**config.mk**
```make
export PLATFORM = sky130hd
export DESIGN_NAME = uart_tx_periph
export DESIGN_NICKNAME = d
export VERILOG_FILES = /design/src/rtl/uart_pkg.sv /design/src/rtl/sync_fifo.sv /design/src/rtl/uart_tx_periph.sv
export SDC_FILE = /design/constraint.sdc
export NUM_CORES = 1
export LEC_CHECK = 0
export ABC_AREA = 1
export ABC_CLOCK_PERIOD_IN_PS = 6100
export CORE_MARGIN = 2
export CORE_UTILIZATION = 25
export DETAILED_ROUTE_END_ITERATION = 10
export PLACE_DENSITY_LB_ADDON = 0.25
export SETUP_SLACK_MARGIN = 0.2
export SLEW_MARGIN = 25
export SYNTH_ARGS = -nofsm -noshare
export SYNTH_HDL_FRONTEND = slang
export SYNTH_HIERARCHICAL = 1
export SYNTH_SLANG_ARGS = --single-unit
```
**constraint.sdc**
```tcl
create_clock -name clk -period 6.1 [get_ports clk]
set_clock_uncertainty 0.2 [all_clocks]
set_input_delay 0.915 -clock clk [delete_from_list [all_inputs] [get_ports clk]]
set_output_delay 0.915 -clock clk [all_outputs]
set_load 0.01 [all_outputs]
```
**src/rtl/uart_pkg.sv**
```systemverilog
// Shared definitions for the memory-mapped UART transmitter: register offsets,
// TX state encoding and STATUS bit positions.
package uart_pkg;

    localparam logic [1:0] UART_TXDATA = 2'd0;
    localparam logic [1:0] UART_STATUS = 2'd1;
    localparam logic [1:0] UART_BAUD   = 2'd2;

    typedef enum logic [1:0] {
        IDLE  = 2'd0,
        START = 2'd1,
        DATA  = 2'd2,
        STOP  = 2'd3
    } tx_state_t;

    localparam int ST_BUSY   = 0;
    localparam int ST_FULL   = 1;
    localparam int ST_EMPTY  = 2;
    localparam int ST_OVF    = 3;
    localparam int ST_CNT_LO = 4;
    localparam int ST_CNT_HI = 8;

endpackage

```
**src/rtl/sync_fifo.sv**
```systemverilog
// Single-clock FIFO with a combinational head read; a push into a full FIFO
// is accepted only when a pop happens in the same cycle.
module sync_fifo #(
    parameter  int WIDTH = 8,
    parameter  int DEPTH = 4,
    localparam int AW    = $clog2(DEPTH)
) (
    input  logic             clk,
    input  logic             rst_n,
    input  logic             i_push,
    input  logic [WIDTH-1:0] i_wdata,
    input  logic             i_pop,
    output logic [WIDTH-1:0] o_rdata,
    output logic             o_full,
    output logic             o_empty,
    output logic [AW:0]      o_count
);

    logic [WIDTH-1:0] r_mem [DEPTH];
    logic [AW-1:0]    r_wr_ptr;
    logic [AW-1:0]    r_rd_ptr;
    logic [AW:0]      r_count;
    logic             w_do_push;
    logic             w_do_pop;

    assign o_full    = (r_count == (AW+1)'(DEPTH));
    assign o_empty   = (r_count == '0);
    assign o_count   = r_count;
    assign o_rdata   = r_mem[r_rd_ptr];
    assign w_do_push = i_push & (~o_full | i_pop);
    assign w_do_pop  = i_pop & ~o_empty;

    // NOTE: storage has no reset; pointers and count alone define which entries are valid.
    always_ff @(posedge clk) begin
        if (w_do_push) r_mem[r_wr_ptr] <= i_wdata;
    end

    always_ff @(posedge clk) begin
        if (!rst_n) begin
            r_wr_ptr <= '0;
            r_rd_ptr <= '0;
            r_count  <= '0;
        end else begin
            if (w_do_push) r_wr_ptr <= r_wr_ptr + 1'b1;
            if (w_do_pop)  r_rd_ptr <= r_rd_ptr + 1'b1;
            case ({w_do_push, w_do_pop})
                2'b10:   r_count <= r_count + 1'b1;
                2'b01:   r_count <= r_count - 1'b1;
                default: r_count <= r_count;
            endcase
        end
    end

endmodule

```
**src/rtl/uart_tx_periph.sv**
```systemverilog
// UART transmitter on the data bus: TXDATA/STATUS/BAUDDIV registers, a TX FIFO
// and an 8N1 serialiser whose divisor is latched at each START.
module uart_tx_periph
    import uart_pkg::*;
#(
    parameter int BAUD_DIV   = 868,
    parameter int FIFO_DEPTH = 4
) (
    input  logic        clk,
    input  logic        rst_n,
    input  logic        uart_sel,
    input  logic        rd_en,
    input  logic        wr_en,
    input  logic [31:0] address,
    input  logic [31:0] wdata,
    output logic [31:0] rdata,
    output logic        tx,
    output logic        tx_irq
);

    localparam int CW = $clog2(FIFO_DEPTH) + 1;

    tx_state_t   r_state;
    logic [15:0] r_baud;
    logic [15:0] r_div;
    logic [15:0] r_cnt;
    logic [7:0]  r_shift;
    logic [2:0]  r_bit;
    logic        r_ovf;
    logic        r_tx;
    logic        r_irq;

    logic        w_wr;
    logic        w_rd;
    logic [1:0]  w_off;
    logic        w_push;
    logic        w_pop;
    logic        w_ovf_set;
    logic        w_fifo_full;
    logic        w_fifo_empty;
    logic [CW-1:0] w_fifo_count;
    logic [7:0]  w_fifo_data;
    logic        w_expire;
    logic        w_enter;
    logic        w_empty_next;
    tx_state_t   w_state_next;
    logic [15:0] w_div_src;
    logic [15:0] w_cnt_next;
    logic [7:0]  w_shift_next;
    logic [2:0]  w_bit_next;
    logic        w_tx_next;
    logic [31:0] w_status;
    logic        w_unused;

    assign w_wr      = uart_sel & wr_en;
    assign w_rd      = uart_sel & rd_en;
    assign w_off     = address[3:2];
    assign w_push    = w_wr & (w_off == UART_TXDATA);
    assign w_ovf_set = w_push & w_fifo_full & ~w_pop;
    assign w_expire  = (r_cnt == 16'd0);
    assign w_unused  = ^{address[31:4], address[1:0], wdata[31:16]};

    sync_fifo #(.WIDTH(8), .DEPTH(FIFO_DEPTH)) u_fifo (
        .clk     (clk),
        .rst_n   (rst_n),
        .i_push  (w_push),
        .i_wdata (wdata[7:0]),
        .i_pop   (w_pop),
        .o_rdata (w_fifo_data),
        .o_full  (w_fifo_full),
        .o_empty (w_fifo_empty),
        .o_count (w_fifo_count)
    );

    // Next-state logic; every state entry and every expiry reloads the baud counter.
    always_comb begin
        w_state_next = r_state;
        w_pop        = 1'b0;
        w_enter      = 1'b0;
        case (r_state)
            IDLE: if (!w_fifo_empty) begin
                w_pop = 1'b1; w_enter = 1'b1; w_state_next = START;
            end
            START: if (w_expire) begin
                w_enter = 1'b1; w_state_next = DATA;
            end
            DATA: if (w_expire && r_bit == 3'd7) begin
                w_enter = 1'b1; w_state_next = STOP;
            end
            STOP: if (w_expire) begin
                w_enter = 1'b1;
                if (!w_fifo_empty) begin
                    w_pop = 1'b1; w_state_next = START;
                end else begin
                    w_state_next = IDLE;
                end
            end
            default: w_state_next = IDLE;
        endcase

        w_div_src    = w_pop ? r_baud : r_div;
        w_cnt_next   = r_cnt;
        w_shift_next = r_shift;
        w_bit_next   = r_bit;
        if (w_enter || w_expire) w_cnt_next = w_div_src - 16'd1;
        else                     w_cnt_next = r_cnt - 16'd1;
        if (w_pop) begin
            w_shift_next = w_fifo_data;
            w_bit_next   = 3'd0;
        end else if (r_state == DATA && w_expire && r_bit != 3'd7) begin
            w_shift_next = {1'b0, r_shift[7:1]};
            w_bit_next   = r_bit + 3'd1;
        end

        case (w_state_next)
            START:   w_tx_next = 1'b0;
            DATA:    w_tx_next = w_shift_next[0];
            default: w_tx_next = 1'b1;
        endcase

        w_empty_next = ((w_fifo_count == CW'(0)) && !w_push) ||
                       ((w_fifo_count == CW'(1)) && w_pop && !w_push);
    end

    // NOTE: all state uses non-blocking assignments so every register samples pre-edge values.
    always_ff @(posedge clk) begin
        if (!rst_n) begin
            r_state <= IDLE;
            r_tx    <= 1'b1;
            r_irq   <= 1'b1;
            r_div   <= 16'(BAUD_DIV);
            r_cnt   <= 16'd0;
            r_shift <= 8'd0;
            r_bit   <= 3'd0;
        end else begin
            r_state <= w_state_next;
            r_tx    <= w_tx_next;
            r_irq   <= w_empty_next && (w_state_next == IDLE);
            r_cnt   <= w_cnt_next;
            r_shift <= w_shift_next;
            r_bit   <= w_bit_next;
            if (w_pop) r_div <= r_baud;
        end
    end

    always_ff @(posedge clk) begin
        if (!rst_n) begin
            r_baud <= 16'(BAUD_DIV);
            r_ovf  <= 1'b0;
        end else begin
            if (w_wr && w_off == UART_BAUD)
                r_baud <= (wdata[15:0] == 16'd0) ? 16'd1 : wdata[15:0];
            if (w_ovf_set)
                r_ovf <= 1'b1;
            else if (w_wr && w_off == UART_STATUS && wdata[ST_OVF])
                r_ovf <= 1'b0;
        end
    end

    always_comb begin
        w_status                      = 32'd0;
        w_status[ST_BUSY]             = (r_state != IDLE);
        w_status[ST_FULL]             = w_fifo_full;
        w_status[ST_EMPTY]            = w_fifo_empty;
        w_status[ST_OVF]              = r_ovf;
        w_status[ST_CNT_HI:ST_CNT_LO] = 5'(w_fifo_count);
        rdata = 32'd0;
        if (w_rd) begin
            case (w_off)
                UART_STATUS: rdata = w_status;
                UART_BAUD:   rdata = {16'd0, r_baud};
                default:     rdata = 32'd0;
            endcase
        end
    end

    assign tx     = r_tx;
    assign tx_irq = r_irq;

endmodule
```
After elaboration in Yosys (flattened, before gate mapping):

Memories as Yosys holds them, arrays and structs flattened. A register that Yosys moved wholly into a read port is not among the register bits.
Index checks and enable logic that the tools add are counted.
W data, S select, Z words.

* output and inout port bits: 34
* memories kept: 1
* bits of input ports: 69
* logic and storage cells: 98
* bits in registers: 71
* RAM bits: 32

Memory list
* u_fifo.r_mem: words 4, width 8, rd ports 1, clocked after Yosys merged registers in 1, write ports 1, RTL line sync_fifo.sv:19 `logic [WIDTH-1:0] r_mem [DEPTH];`

* equality and inequality tests: 13
* $add $sub $neg: 7
* multiplexer cells: 27
* reductions and logical operators: 25
* bitwise logic cells: 12

Operators by type and width (count)
* $mux W16: 4
* $logic_not A16 Y1: 2
* $pmux W16 S2: 1
* $sub A16 B1 Y16 const B: 2
* $mux W8: 2
* $mux W2: 6
* $eq A2 B2 Y1 const B: 5
* $logic_and A1 B1 Y1: 10
* $mux W1: 9
* $eq A2 B1 Y1 const B: 4
* $pmux W2 S4: 1
* $reduce_bool A2 Y1: 4
* $and A1 B1 Y1: 7
* $add A3 B1 Y3 const B: 2
* $eq A3 B3 Y1 const B: 2
* $logic_not A2 Y1: 3
* $pmux W3 S2: 1
* $add A2 B1 Y2 const B: 2
* $not A1 Y1: 4
* $pmux W1 S2: 2
* $reduce_or A2 Y1: 2
* $eq A3 B1 Y1 const B: 1
* $logic_not A3 Y1: 1
* $ne A3 B3 Y1 const B: 1
* other kinds (5): 6

Depth between registers and ports, before layout:

* word-level depth: 8
* gate-level depth with buffers: 20
* mapped depth without buffers: 19

By module:

Netlist, hierarchy kept.

By module, submodules not included
* uart_tx_periph: times used 1, area an instance 3818.7 um^2, cells an instance 586
* sync_fifo: times used 1, area an instance 1706.6 um^2, cells an instance 150

Worst setup path after synthesis:

OpenSTA, ideal clock, no wires.

* kind: input-to-output
* start: input address[2]
* end: output rdata[2]
* data required time: 4985 ps
* setup slack: 3206 ps
* cell stages on the path: 7
* arrival time: 1779 ps
* path through: inv_1 -> ha_1 -> inv_1 -> clkbuf_1 -> o21ai_0 -> nand2_1 -> inv_1

* cells in the longest elaborated chain, start to end: 3
* elaborated cells between the ends (all ways): 4
* classes of those cells: 2 x eq/ne; 2 x mux

Ends and longest elaborated chain
* from (decl): RTL line uart_tx_periph.sv:14 `input logic [31:0] address,`
* $eq A2 B2 Y1 or $eq A2 B1 Y1 (tied branches): RTL line uart_tx_periph.sv:169 `case (w_off)`
* $pmux W16 S2 (*): RTL line uart_tx_periph.sv:169
* $mux W16 (*): RTL line uart_tx_periph.sv:168 `if (w_rd) begin`
* to (decl): RTL line uart_tx_periph.sv:16 `output logic [31:0] rdata,`

Every way passes the cells marked *; elsewhere a longest branch is shown, timed or not.

Final worst setup path:

Ends and elaborated chain as after synthesis.

==> impl_metrics.yaml <==
placed_design:
  gp_congestion: 0.804
  port_buffers: 40
  dp_hpwl_um: 10100
  dp_slack_ns: 1.96
  placedCellCount: 1033
setup_path:
  rr_endpoint: "u_fifo/o_count[2]"
  crit_start: "address[2]"
  r2r_slack_ns: 2.64
  cp_max_fo: 15
  r2r_cells: 19
  worstSetupPathType: "in -> out"
  endpoint: "rdata[2]"
  worstPathRequired_ns: 4.98
  r2r-start: "u_fifo/o_count[1]"
  worstSetupEndpointType: "output port"
  cp-start-kind: "primary input"
  cp.arrival_ns: 2.88
synthesis:
  synth_top_area_frac: 0.264
  syn_inst: 736
  async_reset_ff_frac: 0
  synthTopCellsByCount: "nand2_1, nor2_1, inv_1"
  yosysSeqAreaShare: 0.438
  avgSynthCellArea_um2: 7.51
  synth_edf_count: 32
  yosysTopAreaCell: "dfxtp_1"
  yosysUniqueCellTypes: 42
  yosys_warnings: 6
  netlist_area_um2: 5530
  ys_ff_latch: 105
  ys.flop_type: "dfxtp_1"
  synth_most_common_cell: "nand2_1"
  synth_area_leaders: "dfxtp_1, edfxtp_1, nand2_1"
global_routing:
  grt_pass1_wl_um: 23200
  grt_max_degree: 42
  grt_pass1_vias: 4457
  grt_overflow: 0
  grt_use_total: 0.123
  antenna_found_initial: 0
sta:
  report.final.hold_viol_count: 0
  worst_slack_ns: 2.11
  rsz0062_at_grt: "false"
  fin_tns_setup_ns: 0
  maxClockFrequency_mhz: 251
  fin_crit_ns: 3.99
  fin_hold_ws_ns: 0.274
  worstMarginPinSlew_ns: 0.911
  finalCritPeriodShare: 0.654
  setup_viol: 0
  drv_slew: 0
  slew_headroom: 0.391
layout:
  area_delta_synth_final_pct: 15.7
  nFillCells: 2427
  drive_gt1_frac: 0.0663
  stdcell_count: 1049
  final_nets: 850
  antenna_cells: 0
die:
  die_x_um: 153
  rows: 54
  fp.dieH_um: 153
  start_util: 0.254
  dieArea_um2: 23300
  coreArea_um2: 21800
  ios: 103
hold_path:
  hold_path_class: "reg -> reg"
  worstHoldStart: "r_bit[2]"
clocking:
  post_cts_buffers: 0
  cts_resized: 0
  h-tree-depth: 3
  cts_buffers: 9
  cts-root-buf: "clkbuf_16"
  clk_latency_ns: 0.36
  cts.hold.buffers_added: 0
  clockBufferDepth: 2
  cts_tree: "done"
  path_clk_slew_ns: 0.08
  cts_sinks: 105
detailed_routing:
  wire_per_inst_um: 13.3
  routed_wl_um: 13900
  ant_nets: 0
  via_count: 4646
  routed_via_density: 4.43
  route.detailed.drc: 0
  drtPass1Iterations: 4
  drt-initial-drc-count: 280
outcome:
  status: "completed"
pwr:
  p_total_mw: 2.26
  ir_drop_mv: 0.139
  power_density_nw_per_um2: 354
  leakage_nw: 2.72
run:
  cap_viol_max_count: 0
## cells in the final DEF (no fill, tap or decap), drive strengths merged, types with 26 or more instances in the layout
cell	synthesis	layout
nand2	198	198
nor2	100	100
inv	85	88
dfxtp	73	73
nand3	49	49
clkdlybuf4s50	0	40
o21ai	36	36
edfxtp	32	32
a21oi	26	26
## worst max-delay path, stage by stage
cell and delay (ns):
clkdlybuf4s50_1 0.52, inv_1 0.08, ha_1 0.24, inv_1 0.36, o21ai_0 0.16, nand2_1 0.09
inv_1 0.04, clkdlybuf4s50_1 0.47
## per-stage QoR
step | util | instance area, µm²
floorplan | - | 5580
global placement | 0.280 | 6100
detailed placement | 0.280 | 6100
CTS | 0.294 | 6390
global route | 0.294 | 6390
finish | 0.294 | 6390
## state kept, by name, summed over array words and instances (netlist names), 2 cells and up, named ones only
| name | flops |
|---|---|
| r_shift | 8 |
| r_div | 16 |
| u_fifo/r_rd_ptr | 2 |
| r_bit | 3 |
| u_fifo/r_mem | 32 |
| r_cnt | 16 |
| u_fifo/o_count | 3 |
| r_state | 2 |
| u_fifo/r_wr_ptr | 2 |
| r_baud | 16 |
## cell families (layout without fill, tap and decap cells)
group           Yosys count  after routing  share of synthesized area
compound gates          100            100                      0.106
simple gates            385            385                      0.309
flops                   105            105                      0.438
fa+ha+maj                17             17                     0.0399
other cells               1             16                   0.000679
buf+inv                 128            146                      0.106
## layer usage
metal	global-route usage	wire length, µm
met1	0.173	7170
met2	0.195	6230
met4	0.0401	170
met3	0.0168	375
met5	0	0
## where the power goes
group          internal (mW)  switching [mW]  leakage (nW)  total (mW)
Sequential             0.786          0.0342         0.883       0.820
Combinational          0.281           0.587          1.70       0.868
Clock                  0.286           0.290         0.141       0.575
## worst min-delay path by stage
| stage | to | slack [ns] | cells past startpoint |
|---|---|---|---|
| finish | r_bit[2] | 0.27 | 2 |
| global placement | r_bit[1] | 0.25 | 2 |
| CTS | r_div[14] | 0.27 | 2 |
| floorplan | r_bit[1] | 0.24 | 2 |
| detailed placement | r_div[14] | 0.26 | 2 |
| global route | r_div[14] | 0.30 | 2 |
## area by class of cell
cell class	instances	area [µm²]	area share
sequential	105	2420	0.379
multi-input combinational	518	2580	0.403
clock buffer	9	225	0.0352
clock inverter	7	63.8	0.00998
tap	280	350	0.0548
timing repair buffer	44	430	0.0673
inverter	86	323	0.0505
Note: power is estimated with default switching activity, not from simulation.
